<file path="config.mk">
export PLATFORM = sky130hd
export DESIGN_NAME = seq_muldiv_w
export DESIGN_NICKNAME = d
export VERILOG_FILES = /design/src/rtl/seq_muldiv_w.sv
export SDC_FILE = /design/constraint.sdc
export NUM_CORES = 1
export LEC_CHECK = 0
export BUFFER_PORTS_ARGS = -buffer_cell sky130_fd_sc_hd__buf_2
export CORE_ASPECT_RATIO = 0.9
export CORE_MARGIN = 4
export CORE_UTILIZATION = 40
export CTS_CLUSTER_SIZE = 12
export DETAILED_ROUTE_END_ITERATION = 8
export PLACE_DENSITY = 0.66
export SYNTH_ARGS = -nofsm -noshare
export SYNTH_HDL_FRONTEND = slang
export SYNTH_SLANG_ARGS = --single-unit
export TNS_END_PERCENT = 30
</file>
<file path="constraint.sdc">
create_clock -name CLK -period 5.14 [get_ports CLK]
set_clock_uncertainty 0.15 [all_clocks]
set_input_delay 0 -clock CLK [delete_from_list [all_inputs] [get_ports CLK]]
set_output_delay 0 -clock CLK [all_outputs]
set_load 0.01 [all_outputs]
</file>
<file path="src/rtl/seq_muldiv_w.sv">
// Sequential multiply / divide unit.
// Unsigned and signed shift-add multiply (one multiplier bit per cycle) and
// restoring division of a 2W-bit dividend {C,A} by a W-bit divisor B.
// Ports:
//   CLK, RST_N         clock, synchronous active-low reset
//   START, MODE        request and operation (00 umul, 01 smul, 10 udiv, 11 umul)
//   A, B, C            operands (C is the dividend high half, division only)
//   BUSY, DONE         operation in progress / one-cycle result-valid pulse
//   RES_HI, RES_LO     product high/low half, or remainder/quotient
//   ZO, VO, NO         zero, overflow, negative flags
module seq_muldiv_w #(
    parameter int unsigned W         = 8,
    parameter bit          SIGNED_EN = 1'b1
) (
    input  logic         CLK,
    input  logic         RST_N,
    input  logic         START,
    input  logic [1:0]   MODE,
    input  logic [W-1:0] A,
    input  logic [W-1:0] B,
    input  logic [W-1:0] C,
    output logic         BUSY,
    output logic         DONE,
    output logic [W-1:0] RES_HI,
    output logic [W-1:0] RES_LO,
    output logic         ZO,
    output logic         VO,
    output logic         NO
);

    localparam int unsigned CW = $clog2(W + 2);
    localparam int unsigned W2 = 2 * W;

    typedef enum logic [1:0] {S_IDLE, S_RUN, S_FIN} state_t;
    typedef enum logic [1:0] {OP_UMUL, OP_SMUL, OP_DIV} op_t;

    state_t         r_state;
    state_t         w_state_nxt;
    logic [CW-1:0]  r_cnt;
    op_t            r_op;
    logic [W-1:0]   r_hi;
    logic [W-1:0]   r_lo;
    logic [W-1:0]   r_b;
    logic [W-1:0]   r_c;
    logic           r_neg;
    logic           r_ovf;
    logic           r_busy;
    logic           r_done;
    logic [W-1:0]   r_res_hi;
    logic [W-1:0]   r_res_lo;
    logic           r_zo;
    logic           r_vo;
    logic           r_no;

    op_t            w_op_in;
    logic [W-1:0]   w_a_mag;
    logic [W-1:0]   w_b_mag;
    logic           w_neg_in;
    logic           w_ovf_in;
    logic [W:0]     w_sh;
    logic [W-1:0]   w_mul_hi;
    logic [W-1:0]   w_mul_lo;
    logic           w_ge;
    logic [W-1:0]   w_trial;
    logic [W-1:0]   w_div_hi;
    logic [W-1:0]   w_div_lo;
    logic [W2-1:0]  w_prod;
    logic [W2-1:0]  w_prod_fix;
    logic           w_last_step;
    logic           w_finish;
    logic [W-1:0]   w_fin_hi;
    logic [W-1:0]   w_fin_lo;
    logic           w_fin_zo;
    logic           w_fin_vo;
    logic           w_fin_no;

    // Operation decode and operand conditioning at accept.
    always_comb begin
        w_op_in = OP_UMUL;
        case (MODE)
            2'b01:   w_op_in = SIGNED_EN ? OP_SMUL : OP_UMUL;
            2'b10:   w_op_in = OP_DIV;
            default: w_op_in = OP_UMUL;
        endcase
        w_a_mag  = ((w_op_in == OP_SMUL) && A[W-1]) ? (~A + W'(1)) : A;
        w_b_mag  = ((w_op_in == OP_SMUL) && B[W-1]) ? (~B + W'(1)) : B;
        w_neg_in = (w_op_in == OP_SMUL) && (A[W-1] ^ B[W-1]);
        w_ovf_in = (w_op_in == OP_DIV) && (C >= B);
    end

    // One shift-add multiply step: r_b is the multiplicand, r_lo the multiplier.
    always_comb begin
        w_sh     = r_lo[0] ? ({1'b0, r_hi} + {1'b0, r_b}) : {1'b0, r_hi};
        w_mul_hi = w_sh[W:1];
        w_mul_lo = {w_sh[0], r_lo[W-1:1]};
    end

    // One restoring divide step. The partial remainder is W+1 bits wide but the
    // difference always fits in W bits when the subtraction is taken.
    always_comb begin
        w_ge     = {r_hi, r_lo[W-1]} >= {1'b0, r_b};
        w_trial  = {r_hi[W-2:0], r_lo[W-1]} - r_b;
        w_div_hi = w_ge ? w_trial : {r_hi[W-2:0], r_lo[W-1]};
        w_div_lo = {r_lo[W-2:0], w_ge};
    end

    // Result and flags written on the DONE edge.
    always_comb begin
        w_prod      = {r_hi, r_lo};
        w_prod_fix  = r_neg ? (~w_prod + W2'(1)) : w_prod;
        w_last_step = (r_cnt == CW'(W - 1));
        w_finish    = ((r_state == S_RUN) && w_last_step && (r_op == OP_UMUL))
                      || (r_state == S_FIN);
        w_fin_hi    = w_prod_fix[W2-1:W];
        w_fin_lo    = w_prod_fix[W-1:0];
        w_fin_vo    = 1'b0;
        if (r_op == OP_DIV) begin
            w_fin_hi = r_ovf ? r_c : r_hi;
            w_fin_lo = r_ovf ? '1 : r_lo;
            w_fin_vo = r_ovf;
            w_fin_zo = (w_fin_lo == '0);
            w_fin_no = w_fin_lo[W-1];
        end else begin
            // Unsigned multiply finishes on its last step, no extra cycle.
            if (r_state == S_RUN) begin
                w_fin_hi = w_mul_hi;
                w_fin_lo = w_mul_lo;
            end
            w_fin_zo = (w_fin_hi == '0);
            w_fin_no = w_fin_hi[W-1];
        end
    end

    // Next-state logic.
    always_comb begin
        w_state_nxt = r_state;
        case (r_state)
            S_IDLE:  if (START) w_state_nxt = S_RUN;
            S_RUN:   if (w_last_step) w_state_nxt = (r_op == OP_UMUL) ? S_IDLE : S_FIN;
            S_FIN:   w_state_nxt = S_IDLE;
            default: w_state_nxt = S_IDLE;
        endcase
    end

    // State register.
    always_ff @(posedge CLK) begin
        if (!RST_N) r_state <= S_IDLE;
        else        r_state <= w_state_nxt;
    end

    // Datapath, counter and output registers.
    always_ff @(posedge CLK) begin
        if (!RST_N) begin
            r_cnt    <= '0;
            r_op     <= OP_UMUL;
            r_hi     <= '0;
            r_lo     <= '0;
            r_b      <= '0;
            r_c      <= '0;
            r_neg    <= 1'b0;
            r_ovf    <= 1'b0;
            r_busy   <= 1'b0;
            r_done   <= 1'b0;
            r_res_hi <= '0;
            r_res_lo <= '0;
            r_zo     <= 1'b0;
            r_vo     <= 1'b0;
            r_no     <= 1'b0;
        end else begin
            r_done <= 1'b0;
            case (r_state)
                S_IDLE: begin
                    if (START) begin
                        r_op   <= w_op_in;
                        r_cnt  <= '0;
                        r_c    <= C;
                        r_neg  <= w_neg_in;
                        r_ovf  <= w_ovf_in;
                        r_busy <= 1'b1;
                        if (w_op_in == OP_DIV) begin
                            r_hi <= C;
                            r_lo <= A;
                            r_b  <= B;
                        end else begin
                            r_hi <= '0;
                            r_lo <= w_b_mag;
                            r_b  <= w_a_mag;
                        end
                    end
                end
                S_RUN: begin
                    r_cnt <= r_cnt + CW'(1);
                    if (r_op == OP_DIV) begin
                        // An overflowed division keeps C in r_hi untouched.
                        if (!r_ovf) begin
                            r_hi <= w_div_hi;
                            r_lo <= w_div_lo;
                        end
                    end else begin
                        r_hi <= w_mul_hi;
                        r_lo <= w_mul_lo;
                    end
                end
                default: ;
            endcase
            if (w_finish) begin
                r_busy   <= 1'b0;
                r_done   <= 1'b1;
                r_res_hi <= w_fin_hi;
                r_res_lo <= w_fin_lo;
                r_zo     <= w_fin_zo;
                r_vo     <= w_fin_vo;
                r_no     <= w_fin_no;
            end
        end
    end

    assign BUSY   = r_busy;
    assign DONE   = r_done;
    assign RES_HI = r_res_hi;
    assign RES_LO = r_res_lo;
    assign ZO     = r_zo;
    assign VO     = r_vo;
    assign NO     = r_no;

endmodule

</file>
==> results.sh <==
export IMPL_final_net_count=749
export IMPL_pin_count=50
export IMPL_layout_drive_gt1_share=0.134
export IMPL_synth_common_cells="nand2_1, dfxtp_1, nor2_1"
export IMPL_startpoint_type="flop"
export IMPL_drv_slew=0
export IMPL_placed_cell_area_um2=5320
export IMPL_fin_crit_sh=0.603
export IMPL_arrival_ps=3180
export IMPL_status="finished with violations"
export IMPL_fin_tns_setup_ps=0
export IMPL_grt_usage=0.214
export IMPL_yosysTopAreaCell="dfxtp_1"
export IMPL_power_density_nw_per_um2=297
export IMPL_vias=5121
export IMPL_ys_warn_count=0
export IMPL_syn_num_nets=718
export IMPL_gp_congestion=0.950
export IMPL_critPathBufInv=1
export IMPL_hold_slack_ps=-0.178
export IMPL_synth_edff_count=0
export IMPL_ys_seq_area_frac=0.248
export IMPL_via_per_inst=5.99
export IMPL_endpoint_kind="flop"
export IMPL_core_area_um2=12200
export IMPL_mappedNetlistArea_um2=5080
export IMPL_path_cells="inv_1, ha_1, or4b_1, o41ai_1, nor3_1, a211oi_1, o21ai_0, o21ai_1, a21boi_1"
export IMPL_cpLargestDelayFamily="compound AO/OA/AOI/OAI gates"
export IMPL_drtPass1Iterations=5
export IMPL_initial_core_util=0.415
export IMPL_finalHoldViolCount=1
export IMPL_synthArstFlopShare=0
export IMPL_syn2layout_area_growth_pct=14.4
export IMPL_syn_inst=659
export IMPL_tightestPinTransition_ps=975
export IMPL_pwr_share_comb=0.251
export IMPL_antenna_cells=0
export IMPL_finalWirelength_um=15500
export IMPL_synth_area_leaders="dfxtp_1, ha_1, nand2_1"
export IMPL_fmax_mhz=322
export IMPL_failed_checks="negative hold slack"
export IMPL_p_sw_w=0.000550
export IMPL_netlist_area_leader_share=0.248
export IMPL_grt_antenna_before_repair=0
export IMPL_postCtsResizedCells=0
export IMPL_drc_errors=0
export IMPL_clockPowerShare=0.422
export IMPL_fin_cells=855
export IMPL_grt_max_degree=64
export IMPL_cts_sinks=63
export IMPL_crit_type="reg2reg"
export IMPL_hpwl_um=11300
export IMPL_cp_max_fo=20
export IMPL_ys_flop_type="dfxtp_1"
export IMPL_slew_limit_headroom=0.350
export IMPL_reg2reg_slack_ps=2040
export IMPL_fillers=1186
export IMPL_cts_root_buf="clkbuf_16"
export IMPL_slowest_stage="dfxtp_1"
export IMPL_die_height_um=115
export IMPL_p_int_w=0.00118
export IMPL_ctsHtreeMaxLevel=3
export IMPL_r2r_start="r_lo[0]$_SDFFE_PN0P_"
export IMPL_num_rows=38
export IMPL_grt_pass1_vias=5034
export IMPL_cts_tree="done"
export IMPL_cpPeakStageDelay_ps=580
export IMPL_p_leak_nw=2.35
export IMPL_dpl_cell_count=826
export IMPL_holdPathStages=5
export IMPL_p_seq_frac=0.328
export IMPL_period_minus_slack_ps=3100
export IMPL_clk_pin_slew_ps=50
export IMPL_p_sw_frac=0.318
export IMPL_cap_viol_max_count=0
export IMPL_die_w_um=127
export IMPL_wl_per_cell_um=18.2
export IMPL_rsz0062_at_grt="no"
export IMPL_cts_path_max_buffers=2
export IMPL_yosysMostFrequentCell="nand2_1"
export IMPL_clock_latency_ps=340
export IMPL_drt_initial_drc_count=397
export IMPL_syn_area_per_cell_um2=7.70
export IMPL_grt_overflow_total=0
export IMPL_ant_nets=0
export IMPL_report_final_setup_viol=0
export IMPL_worst_path_stages=9
export IMPL_die_area_um2=14600
export IMPL_worstHoldStart="B[6]"
export IMPL_fin_area_um2=5810
export IMPL_peakVddDrop_mv=0.155
export IMPL_grt_first_pass_wirelength_um=25600
export IMPL_synth_seq_cells=63
export IMPL_cts_inserted_buffers=9
export IMPL_min_path_type="in2reg"
export IMPL_crit_start="r_lo[0]$_SDFFE_PN0P_"
export IMPL_cp_required_ps=5220
export IMPL_port_buffers=49
export IMPL_ys_types=72
export IMPL_r2r_cells=9
## power by group through the flow
stage	Combinational (W)	Clock, W	Sequential [W]
3_5_place_dp	0.000415	0	0.000573
4_1_cts	0.000426	0.000736	0.000562
2_1_floorplan	0.000342	0	0.000542
5_1_grt	0.000479	0.000758	0.000568
3_3_place_gp	0.000406	0	0.000571
6_report	0.000433	0.000728	0.000566
## layout by cell type, fill, tap and decap left out, types with 14 or more instances in the layout
master and instances:
a211oi_1 20, a21boi_0 28, a21oi_1 37, buf_2 49, dfxtp_1 63, ha_1 28, inv_1 31, mux2i_1 14
nand2_1 92, nor2_1 47, nor2b_1 16, o211ai_1 17, o21ai_0 40, xnor2_1 17
## metal layers
metal / part of all wire / GRT usage / vias up
li1: - / - / 2464
met1: 0.45 / 0.293 / 2405
met2: 0.45 / 0.353 / 225
met3: 0.080 / 0.0437 / 27
met4: 0.014 / 0.0457 / 0
met5: 0 / 0 / -
## through the flow
stage,hold WS (ps),setup WS (ps),power (W),utilization
final,-0.178,2040,0.00173,0.475
after global routing,28.5,1930,0.00180,0.475
after CTS,0.0226,2130,0.00172,0.475
after detailed placement,163,2140,0.000987,0.436
after global placement,158,2160,0.000977,0.436
after floorplan,-5.08,2500,0.000884,-
## path summary, 6_finish.rpt
| path | to |
|---|---|
| min | r_b[6]$_SDFFE_PN0P_ |
| max reg2reg | RES_HI[6]$_SDFFE_PN0P_ |
| max | RES_HI[6]$_SDFFE_PN0P_ |
| min reg2reg | r_cnt[3]$_SDFFE_PN0P_ |
## what timing repair did
| item | CTS | global route |
|---|---|---|
| hold buffers | 13 | 0 |
| hold endpoints to repair | 15 | 0 |
| setup buffers | 0 | 0 |
## cell families after synthesis
kind of cell / after synthesis / share of synthesized area
muxes: 19 / 0.0387
and+or+nand+nor: 209 / 0.187
AOI/OAI and AO/OA: 235 / 0.335
adders and majority gates: 30 / 0.0769
buffers and inverters: 79 / 0.0720
xor gates and xnor gates: 24 / 0.0414
DFF: 63 / 0.248
## state kept, by name (all words and copies together) (netlist names), 2 cells and up
| signal | flops |
|---|---|
| RES_HI | 8 |
| RES_LO | 8 |
| r_b | 8 |
| r_c | 8 |
| r_hi | 8 |
| r_lo | 8 |
| r_cnt | 4 |
| r_op | 2 |
| r_state | 2 |
## tightest hold or removal path: stages
cell and delay [ps]:
buf_2 120, nor2_1 100, a211oi_1 60, a21oi_1 110, nor2b_1 50
## cell type report
type	instances	area, um2	area share
clock buffers	10	239	0.0412
clock inverters	6	115	0.0198
inverters	31	116	0.0200
multi-input cells	517	3450	0.595
flip-flops and latches	63	1260	0.217
well taps	160	200	0.0345
repair buffers	68	420	0.0724
Note: power is estimated with default switching activity, not from simulation.
